===== config.mk =====
export PLATFORM = sky130hd
export DESIGN_NAME = l2_burst_adaptor_flat
export DESIGN_NICKNAME = d
export VERILOG_FILES = /design/src/rtl/l2_pkg.sv /design/src/rtl/l2_burst_adaptor_if.sv /design/src/rtl/l2_burst_adaptor.sv /design/src/flat_wrapper.sv
export SDC_FILE = /design/constraint.sdc
export NUM_CORES = 1
export LEC_CHECK = 0
export CORE_AREA = 2 2 278 280
export DETAILED_ROUTE_END_ITERATION = 7
export DIE_AREA = 0 0 280 282
export DONT_BUFFER_PORTS = 1
export PLACE_DENSITY = 0.42
export SYNTH_ARGS = -nofsm -noshare
export SYNTH_HDL_FRONTEND = slang
export SYNTH_SLANG_ARGS = --single-unit
export TNS_END_PERCENT = 1

===== constraint.sdc =====
create_clock -name clk -period 3.2 [get_ports clk]
set_input_delay 0.64 -clock clk [delete_from_list [all_inputs] [get_ports clk]]
set_output_delay 0.64 -clock clk [all_outputs]
set_load 0.03 [all_outputs]

===== src/rtl/l2_pkg.sv =====
// Shared constants and types for the L2 line <-> memory burst adaptor.
package l2_pkg;
  localparam int LINE_W = 256;
  localparam int BEAT_W = 64;
  localparam int BEATS  = LINE_W / BEAT_W;
  localparam int CNT_W  = $clog2(BEATS);
  // Byte offset within a line; these address bits are dropped on the memory side.
  localparam logic [31:0] LINE_ADDR_MASK = ~32'(LINE_W / 8 - 1);

  typedef enum logic [1:0] {IDLE, RD, WR, RESP} burst_state_t;
  typedef logic [LINE_W-1:0] line_t;
  typedef logic [BEAT_W-1:0] beat_t;
endpackage


===== src/rtl/l2_burst_adaptor_if.sv =====
// Line-side (L2 pmem) and burst-side (main memory) signals of the adaptor.
interface l2_burst_adaptor_if;
  import l2_pkg::*;

  logic [31:0] line_addr_i;
  line_t       line_wdata_i;
  logic        line_read_i;
  logic        line_write_i;
  line_t       line_rdata_o;
  logic        line_resp_o;
  logic [31:0] mem_addr_o;
  beat_t       mem_wdata_o;
  logic        mem_read_o;
  logic        mem_write_o;
  beat_t       mem_rdata_i;
  logic        mem_resp_i;

  // slave: the adaptor itself; master: the L2 and memory surrounding it.
  modport slave (
    input  line_addr_i, line_wdata_i, line_read_i, line_write_i, mem_rdata_i, mem_resp_i,
    output line_rdata_o, line_resp_o, mem_addr_o, mem_wdata_o, mem_read_o, mem_write_o
  );
  modport master (
    output line_addr_i, line_wdata_i, line_read_i, line_write_i, mem_rdata_i, mem_resp_i,
    input  line_rdata_o, line_resp_o, mem_addr_o, mem_wdata_o, mem_read_o, mem_write_o
  );
endinterface


===== src/rtl/l2_burst_adaptor.sv =====
// Splits one 256-bit L2 line transfer into a 4-beat 64-bit memory burst and back.
// A single line buffer serves both read assembly and write serialization.
module l2_burst_adaptor
  import l2_pkg::*;
(
  input  logic              clk,
  input  logic              rst,
  l2_burst_adaptor_if.slave bus
);

  burst_state_t     state;
  logic [CNT_W-1:0] cnt;
  logic [31:0]      addr_q;
  line_t            line_q;
  logic             rd_q, wr_q, resp_q;
  logic             last_beat;

  assign last_beat = bus.mem_resp_i && (cnt == CNT_W'(BEATS - 1));

  always_ff @(posedge clk or negedge rst) begin
    if (!rst) begin
      state  <= IDLE;
      cnt    <= '0;
      addr_q <= '0;
      line_q <= '0;
      rd_q   <= 1'b0;
      wr_q   <= 1'b0;
      resp_q <= 1'b0;
    end else begin
      case (state)
        IDLE: begin
          // Write wins when both are requested; the read is left unserviced.
          if (bus.line_write_i) begin
            addr_q <= bus.line_addr_i & LINE_ADDR_MASK;
            line_q <= bus.line_wdata_i;
            cnt    <= '0;
            wr_q   <= 1'b1;
            state  <= WR;
          end else if (bus.line_read_i) begin
            addr_q <= bus.line_addr_i & LINE_ADDR_MASK;
            cnt    <= '0;
            rd_q   <= 1'b1;
            state  <= RD;
          end
        end
        RD: begin
          if (bus.mem_resp_i) begin
            line_q[BEAT_W*cnt +: BEAT_W] <= bus.mem_rdata_i;
            cnt <= cnt + 1'b1;
          end
          if (last_beat) begin
            rd_q   <= 1'b0;
            resp_q <= 1'b1;
            state  <= RESP;
          end
        end
        WR: begin
          if (bus.mem_resp_i) cnt <= cnt + 1'b1;
          if (last_beat) begin
            wr_q   <= 1'b0;
            resp_q <= 1'b1;
            state  <= RESP;
          end
        end
        RESP: begin
          resp_q <= 1'b0;
          state  <= IDLE;
        end
        default: state <= IDLE;
      endcase
    end
  end

  assign bus.mem_read_o   = rd_q;
  assign bus.mem_write_o  = wr_q;
  assign bus.line_resp_o  = resp_q;
  assign bus.mem_addr_o   = addr_q;
  assign bus.line_rdata_o = line_q;
  assign bus.mem_wdata_o  = wr_q ? line_q[BEAT_W*cnt +: BEAT_W] : '0;

endmodule


===== src/flat_wrapper.sv =====
// flat-port wrapper written by rule: the top's interface ports become plain ports
module l2_burst_adaptor_flat import l2_pkg::*;
  (clk, rst, bus_line_addr_i, bus_line_wdata_i, bus_line_read_i, bus_line_write_i, bus_mem_rdata_i, bus_mem_resp_i, bus_line_rdata_o, bus_line_resp_o, bus_mem_addr_o, bus_mem_wdata_o, bus_mem_read_o, bus_mem_write_o);
  l2_burst_adaptor_if bus_i ();
  input  logic clk;
  input  logic rst;
  input wire logic [$bits(bus_i.line_addr_i)-1:0] bus_line_addr_i;
  input wire logic [$bits(bus_i.line_wdata_i)-1:0] bus_line_wdata_i;
  input wire logic [$bits(bus_i.line_read_i)-1:0] bus_line_read_i;
  input wire logic [$bits(bus_i.line_write_i)-1:0] bus_line_write_i;
  input wire logic [$bits(bus_i.mem_rdata_i)-1:0] bus_mem_rdata_i;
  input wire logic [$bits(bus_i.mem_resp_i)-1:0] bus_mem_resp_i;
  output wire logic [$bits(bus_i.line_rdata_o)-1:0] bus_line_rdata_o;
  output wire logic [$bits(bus_i.line_resp_o)-1:0] bus_line_resp_o;
  output wire logic [$bits(bus_i.mem_addr_o)-1:0] bus_mem_addr_o;
  output wire logic [$bits(bus_i.mem_wdata_o)-1:0] bus_mem_wdata_o;
  output wire logic [$bits(bus_i.mem_read_o)-1:0] bus_mem_read_o;
  output wire logic [$bits(bus_i.mem_write_o)-1:0] bus_mem_write_o;
  assign bus_i.line_addr_i = bus_line_addr_i;
  assign bus_i.line_wdata_i = bus_line_wdata_i;
  assign bus_i.line_read_i = bus_line_read_i;
  assign bus_i.line_write_i = bus_line_write_i;
  assign bus_i.mem_rdata_i = bus_mem_rdata_i;
  assign bus_i.mem_resp_i = bus_mem_resp_i;
  assign bus_line_rdata_o = bus_i.line_rdata_o;
  assign bus_line_resp_o = bus_i.line_resp_o;
  assign bus_mem_addr_o = bus_i.mem_addr_o;
  assign bus_mem_wdata_o = bus_i.mem_wdata_o;
  assign bus_mem_read_o = bus_i.mem_read_o;
  assign bus_mem_write_o = bus_i.mem_write_o;
  l2_burst_adaptor u_core (.clk(clk), .rst(rst), .bus(bus_i));
endmodule

# Yosys cells after proc, flatten, opt, wreduce, memory -nomap -nowiden
# Cells that the tools add are included.
[classes]
addsub = 2
n_eq_ne = 13
n_shift = 3
muxes = 23
n_reduce_logical = 15
[op_table]
columns = ["cell", "n"]
rows = [
  ["$mux 256", 2],
  ["$pmux 256 s2", 1],
  ["$bwmux 256", 1],
  ["$shift 64x34->256 const A", 1],
  ["$shiftx 256x9->64", 1],
  ["$shiftx 64x34->256", 1],
  ["$mux 32", 2],
  ["$mux 64", 1],
  ["$neg 8->34", 1],
  ["$mux 2", 6],
  ["$reduce_bool 2->1", 5],
  ["$reduce_and 3->1", 3],
  ["$ne 2x1->1 const B", 4],
  ["$ne 2x2->1 const B", 4],
  ["$eq 2x2->1 const B", 3],
  ["$pmux 1 s2", 3],
  ["$pmux 2 s3", 1],
  ["$reduce_and 2->1", 3],
  ["$mux 1", 5],
  ["$pmux 2 s2", 1],
  ["$reduce_and 4->1", 1],
  ["$ne 3x3->1 const B", 1],
  ["$add 2x1->2 const B", 1],
  ["$eq 2x1->1 const B", 1],
  ["other kinds (3)", 3],
]
[word_totals]
reg_bits = 295
in_bits = 357
elab_cells = 63

# Longest topological paths before layout
# Gate-level depths: netlist of the first run.
[logic_depth]
depth_word = 5
ltp_mapped = 9

# Least setup slack after synthesis of the first run
# OpenSTA, ideal clock, no wires.
[synth_timing]
path_kind = "register to register"
start = "register u_core.cnt[1]"
end = "register u_core.line_q[205], in the netlist u_core.bus.line_rdata_o[205]"
setup_time_ps = 125
t_arrival_ps = 2185
setup_slack_ps = 889
path_stages_with_launch = 10
path_cell_list = "dfrtp_1 -> buf_2 -> buf_2 -> inv_1 -> ha_1 -> nor2b_1 -> clkbuf_1 -> clkbuf_1 -> a32o_1 -> mux2_4"
[synth_between]
elab_chain_cells = 5
[synth_rtl]
columns = ["item", "line", "source"]
rows = [
  ["start: declaration", "l2_burst_adaptor.sv:12", "logic [CNT_W-1:0] cnt;"],
  ["start signal: assignment", "l2_burst_adaptor.sv:49", "cnt <= cnt + 1'b1;"],
  ["start signal: assignment", "l2_burst_adaptor.sv:58", "if (bus.mem_resp_i) cnt <= cnt + 1'b1;"],
  ["$neg 8->34 (*)", "l2_burst_adaptor.sv:48", "line_q[BEAT_W*cnt +: BEAT_W] <= bus.mem_rdata_i;"],
  ["$shiftx 64x34->256 or $shift 64x34->256 (tied branches)", "l2_burst_adaptor.sv:48", ""],
  ["$bwmux 256 (*)", "l2_burst_adaptor.sv:48", ""],
  ["$mux 256 (*)", "l2_burst_adaptor.sv:47", "if (bus.mem_resp_i) begin"],
  ["$pmux 256 s2 (*)", "l2_burst_adaptor.sv:30", "case (state)"],
  ["end signal: assignment", "l2_burst_adaptor.sv:35", "line_q <= bus.line_wdata_i;"],
  ["end signal: indexed assignment", "l2_burst_adaptor.sv:48", ""],
  ["end: declaration", "l2_burst_adaptor.sv:14", "line_t line_q;"],
]
# Mark *: on every way between the ends. The rest lies on a longest branch, timed or not. The select of a mux whose other input is x is not followed.
# A chain may end at the register's enable or synchronous reset.

# Final worst setup path of the first run
[layout_timing]
start = "register u_core.cnt[0]"
end = "output bus_mem_wdata_o[21]"
[layout_between]
elab_chain_cells = 2
[layout_rtl]
columns = ["item", "line", "source"]
rows = [
  ["$shiftx 256x9->64", "l2_burst_adaptor.sv:79", "assign bus.mem_wdata_o = wr_q ? line_q[BEAT_W*cnt +: BEAT_W] : '0;"],
  ["$mux 64", "l2_burst_adaptor.sv:79", ""],
  ["end: declaration", "flat_wrapper.sv:16", "output wire logic [$bits(bus_i.mem_wdata_o)-1:0] bus_mem_wdata_o;"],
]
# No other way between the ends.

==> impl_metrics.yaml, run 1 <==
global_route:
  grt_overflow_total: 0
  antenna_found_initial: 4
  largest_net_degree_at_the_start_of_global_routing: 291
  grt_use_total_pct: 18.9
  grt_first_pass_wirelength_um: 109000
  vias_in_the_first_global_route: 14060
sta:
  setup_tns_ns: 0
  achievable-frequency_mhz: 342
  fin_crit_sh_pct: 91.4
  timing.final.hold_violations: 290
  worst_slew_pin_slew_ns: 0.867
  final-setup-viol-count: 0
  post_route_skew_ns: 0.0145
  slew_viol_final: 0
  grt_setup_unrepaired: "no"
  min_period_ns: 2.92
  relSlewSlack_pct: 42.2
  worst_hold_slack_ns: -0.205
placement:
  number_of_port_buffers: 0
  post-dp-hpwl_um: 52200
  gpl.final_weighted_congestion: 0.825
setup_path:
  critPathRequiredTime_ns: 2.56
  worst_setup_ep_type: "output port"
  cp_max_fo: 36
  cp_data_arrival_time_ns: 2.28
  critical_path.startpoint_type: "register"
  timing.setup.critical_path_class: "register to output port"
clock_tree:
  worst_skew_pair.late_latency_ns: 0.55
  cts-root-buf: "sky130_fd_sc_hd__clkbuf_16"
  clock_tree_from_tritoncts: "built"
  cts_max_path_buffers: 3
  clkSinkCount: 290
  clkSlewWorstSetupHoldPaths_ns: 0.06
  numCtsBuffers: 38
  cts_h_tree_depth: 2
layout:
  utilization_of_the_core_after_routing_pct: 26.1
  multiInputGateArea_mm2: 0.00913
  area_delta_synth_final_pct: 12.6
  register_area_mm2: 0.00727
  finish.net_count: 1743
  final_layout_size_suffix_gt1_share_pct: 30.0
  fillerInstances: 7894
detailed_routing:
  dr.pass1.iters: 8
  routedWlPerCell_um: 32.9
  route.final.wire_length_um: 78300
  drtAntennaViolNets: 0
  vias_per_cell: 5.61
  drt_drc_violations_left: 1
  num_vias: 13362
  detail_route.iter0.violations: 989
yosys:
  synthesis.instances: 1450
  yosysUniqueCellTypes: 41
  number_of_synthesized_flops_with_an_enable_pin: 0
  avgSynthCellArea_um2: 12.1
  portion_of_the_post_synthesis_area_used_by_sequential_elements_pct: 41.4
  synth.cell_area_mm2: 0.0175
  yosys_warnings: 0
  dominantRegCellSynth: "sky130_fd_sc_hd__dfrtp_1"
  ys_seq_elements: 290
  share_of_flip_flops_with_an_asynchronous_set_or_reset_after_synthesis_pct: 100
die:
  floorplan.core_area_mm2: 0.0757
  die-area_mm2: 0.0790
  die_height_um: 282
  ios: 712
  rows: 101
  floorplan.die.width_um: 280
  start_util_pct: 23.1
outcome:
  run_status: "complete, but fails checks"
  violations: "DRC, hold timing"
min_path:
  hold_path_class: "input pin to asynchronous set/reset pin"
run:
  max-cap-violations: 0
power_and_ir_drop:
  power_per_cell_area_mw_per_mm2: 1450
  p_leak_nw: 7.47
  vdd_ir_drop_max_v: 0.000682
cells by family after synthesis:
| group | Yosys count | share of synthesized area, % |
|---|---|---|
| compound gates | 276 | 14.2 |
| buf+inv | 239 | 7.07 |
| fa+ha+maj | 11 | 0.785 |
| simple gates | 284 | 9.51 |
| mux | 349 | 27.0 |
| flops | 290 | 41.4 |
| other cells | 1 | 0.0214 |
path summary, 6_finish.rpt:
path	startpoint	to	slack, ns	depth (start not counted)
hold reg to reg	u_core.state[1]$_DFFE_PN0P_	u_core.state[1]$_DFFE_PN0P_	0.64	2
setup reg to reg	u_core.state[0]$_DFFE_PN0P_	u_core.bus.line_rdata_o[242]$_DFFE_PN0P_	0.69	6
max in group asynchronous	rst	u_core.bus.mem_write_o$_DFFE_PN0P_	2.89	0
setup / recovery	u_core.cnt[0]$_DFFE_PN0P_	bus_mem_wdata_o[21]	0.28	3
hold / removal	rst	u_core.bus.line_rdata_o[90]$_DFFE_PN0P_	-0.21	0
min in group clk	bus_mem_resp_i	u_core.cnt[0]$_DFFE_PN0P_	0.21	1
synthesized netlist by cell type, drive strengths merged, types with 69 or more instances:
| cell | instances | area [um2] |
|---|---|---|
| nand3 | 69 | 345 |
| mux2 | 283 | 3260 |
| nand2 | 75 | 282 |
| inv | 70 | 263 |
| buf | 76 | 626 |
| o2bb2ai | 128 | 1120 |
| clkbuf | 93 | 350 |
| dfrtp | 290 | 7260 |
sequential cells by signal (all words and copies together), names as in the netlist:
name and count:
u_core.bus.line_resp_o 1, u_core.bus.line_rdata_o 256, u_core.state 2, u_core.bus.mem_read_o 1, u_core.bus.mem_addr_o 27, u_core.bus.mem_write_o 1, u_core.cnt 2
stage by stage:
step | setup slack, ns | cell area, um2 | std cells | total power [mW]
2_1_floorplan | 0.889 | 17500 | 1454 | 20.4
3_3_place_gp | 0.630 | 18500 | 2309 | 24.2
3_5_place_dp | 0.613 | 18500 | 2309 | 24.4
4_1_cts | 0.0166 | 19700 | 2374 | 28.8
5_1_grt | 0.200 | 19700 | 2380 | 29.8
6_report | 0.275 | 19700 | 2380 | 28.6
worst max-delay path, stage by stage, from the launching register on:
cell                      delay, ns
sky130_fd_sc_hd__dfrtp_4       0.46
sky130_fd_sc_hd__buf_16        0.32
sky130_fd_sc_hd__mux4_2        0.62
sky130_fd_sc_hd__and2_1        0.30
cells in the final DEF, fill, tap and decap left out, types with 4 or more instances in the layout:
master / netlist / layout
sky130_fd_sc_hd__o21ai_0: 6 / 6
sky130_fd_sc_hd__nand3_1: 69 / 69
sky130_fd_sc_hd__o2bb2ai_1: 128 / 128
sky130_fd_sc_hd__mux2_2: 213 / 213
sky130_fd_sc_hd__clkbuf_1: 92 / 11
sky130_fd_sc_hd__mux4_2: 64 / 64
sky130_fd_sc_hd__mux2_4: 19 / 19
sky130_fd_sc_hd__clkbuf_8: 0 / 9
sky130_fd_sc_hd__clkbuf_16: 0 / 39
sky130_fd_sc_hd__ha_4: 0 / 4
sky130_fd_sc_hd__and2_1: 64 / 64
sky130_fd_sc_hd__nand2_1: 75 / 75
sky130_fd_sc_hd__nand4b_1: 64 / 64
sky130_fd_sc_hd__a32o_1: 64 / 64
sky130_fd_sc_hd__ha_1: 11 / 7
sky130_fd_sc_hd__dfrtp_1: 290 / 287
sky130_fd_sc_hd__inv_1: 69 / 69
sky130_fd_sc_hd__buf_12: 0 / 19
sky130_fd_sc_hd__buf_4: 9 / 30
sky130_fd_sc_hd__mux2_1: 51 / 51
sky130_fd_sc_hd__a21oi_4: 4 / 4
sky130_fd_sc_hd__conb_1: 1 / 5
sky130_fd_sc_hd__o32ai_1: 64 / 64
final cells by class:
type / count / area share (%)
diodes: 2 / 0.0254
inverters: 70 / 1.36
well taps: 978 / 6.20
clock inverters: 6 / 0.323
clock buffers: 59 / 5.78
repair buffers: 50 / 3.21
flip-flops and latches: 290 / 36.8
multi-input cells: 925 / 46.3
routing by layer:
metal  up-vias  global-route usage, %  routed length [um]
met5         -                      0                  13
met4         2                   7.58                2880
met3       143                   5.42                6510
met2       710                   32.9               39800
met1      7095                   21.7               29100
li1       5412                      -                   -
what timing repair did:
item / CTS / global route
cloned: 0 / 0
buffers inserted: 0 / 4
pin swaps: 0 / 0
setup endpoints to repair: 1 / 4
gates resized for setup: 1 / 0
hold endpoints to repair: 290 / 290
power breakdown:
part | switching (mW) | internal, mW | leakage, nW
clock | 1.76 | 2.52 | 0.585
combinational | 7.25 | 5.63 | 3.37
sequential | 5.95 | 5.48 | 3.52
total | 15.0 | 13.6 | 7.47
Power figures use the tool's default switching activity.
==> run 2: changes to the inputs <==
- TNS_END_PERCENT: 1 -> 100
==> results of run 2 <==
No change in the layout: final DEF, timing and power equal those of run 1.
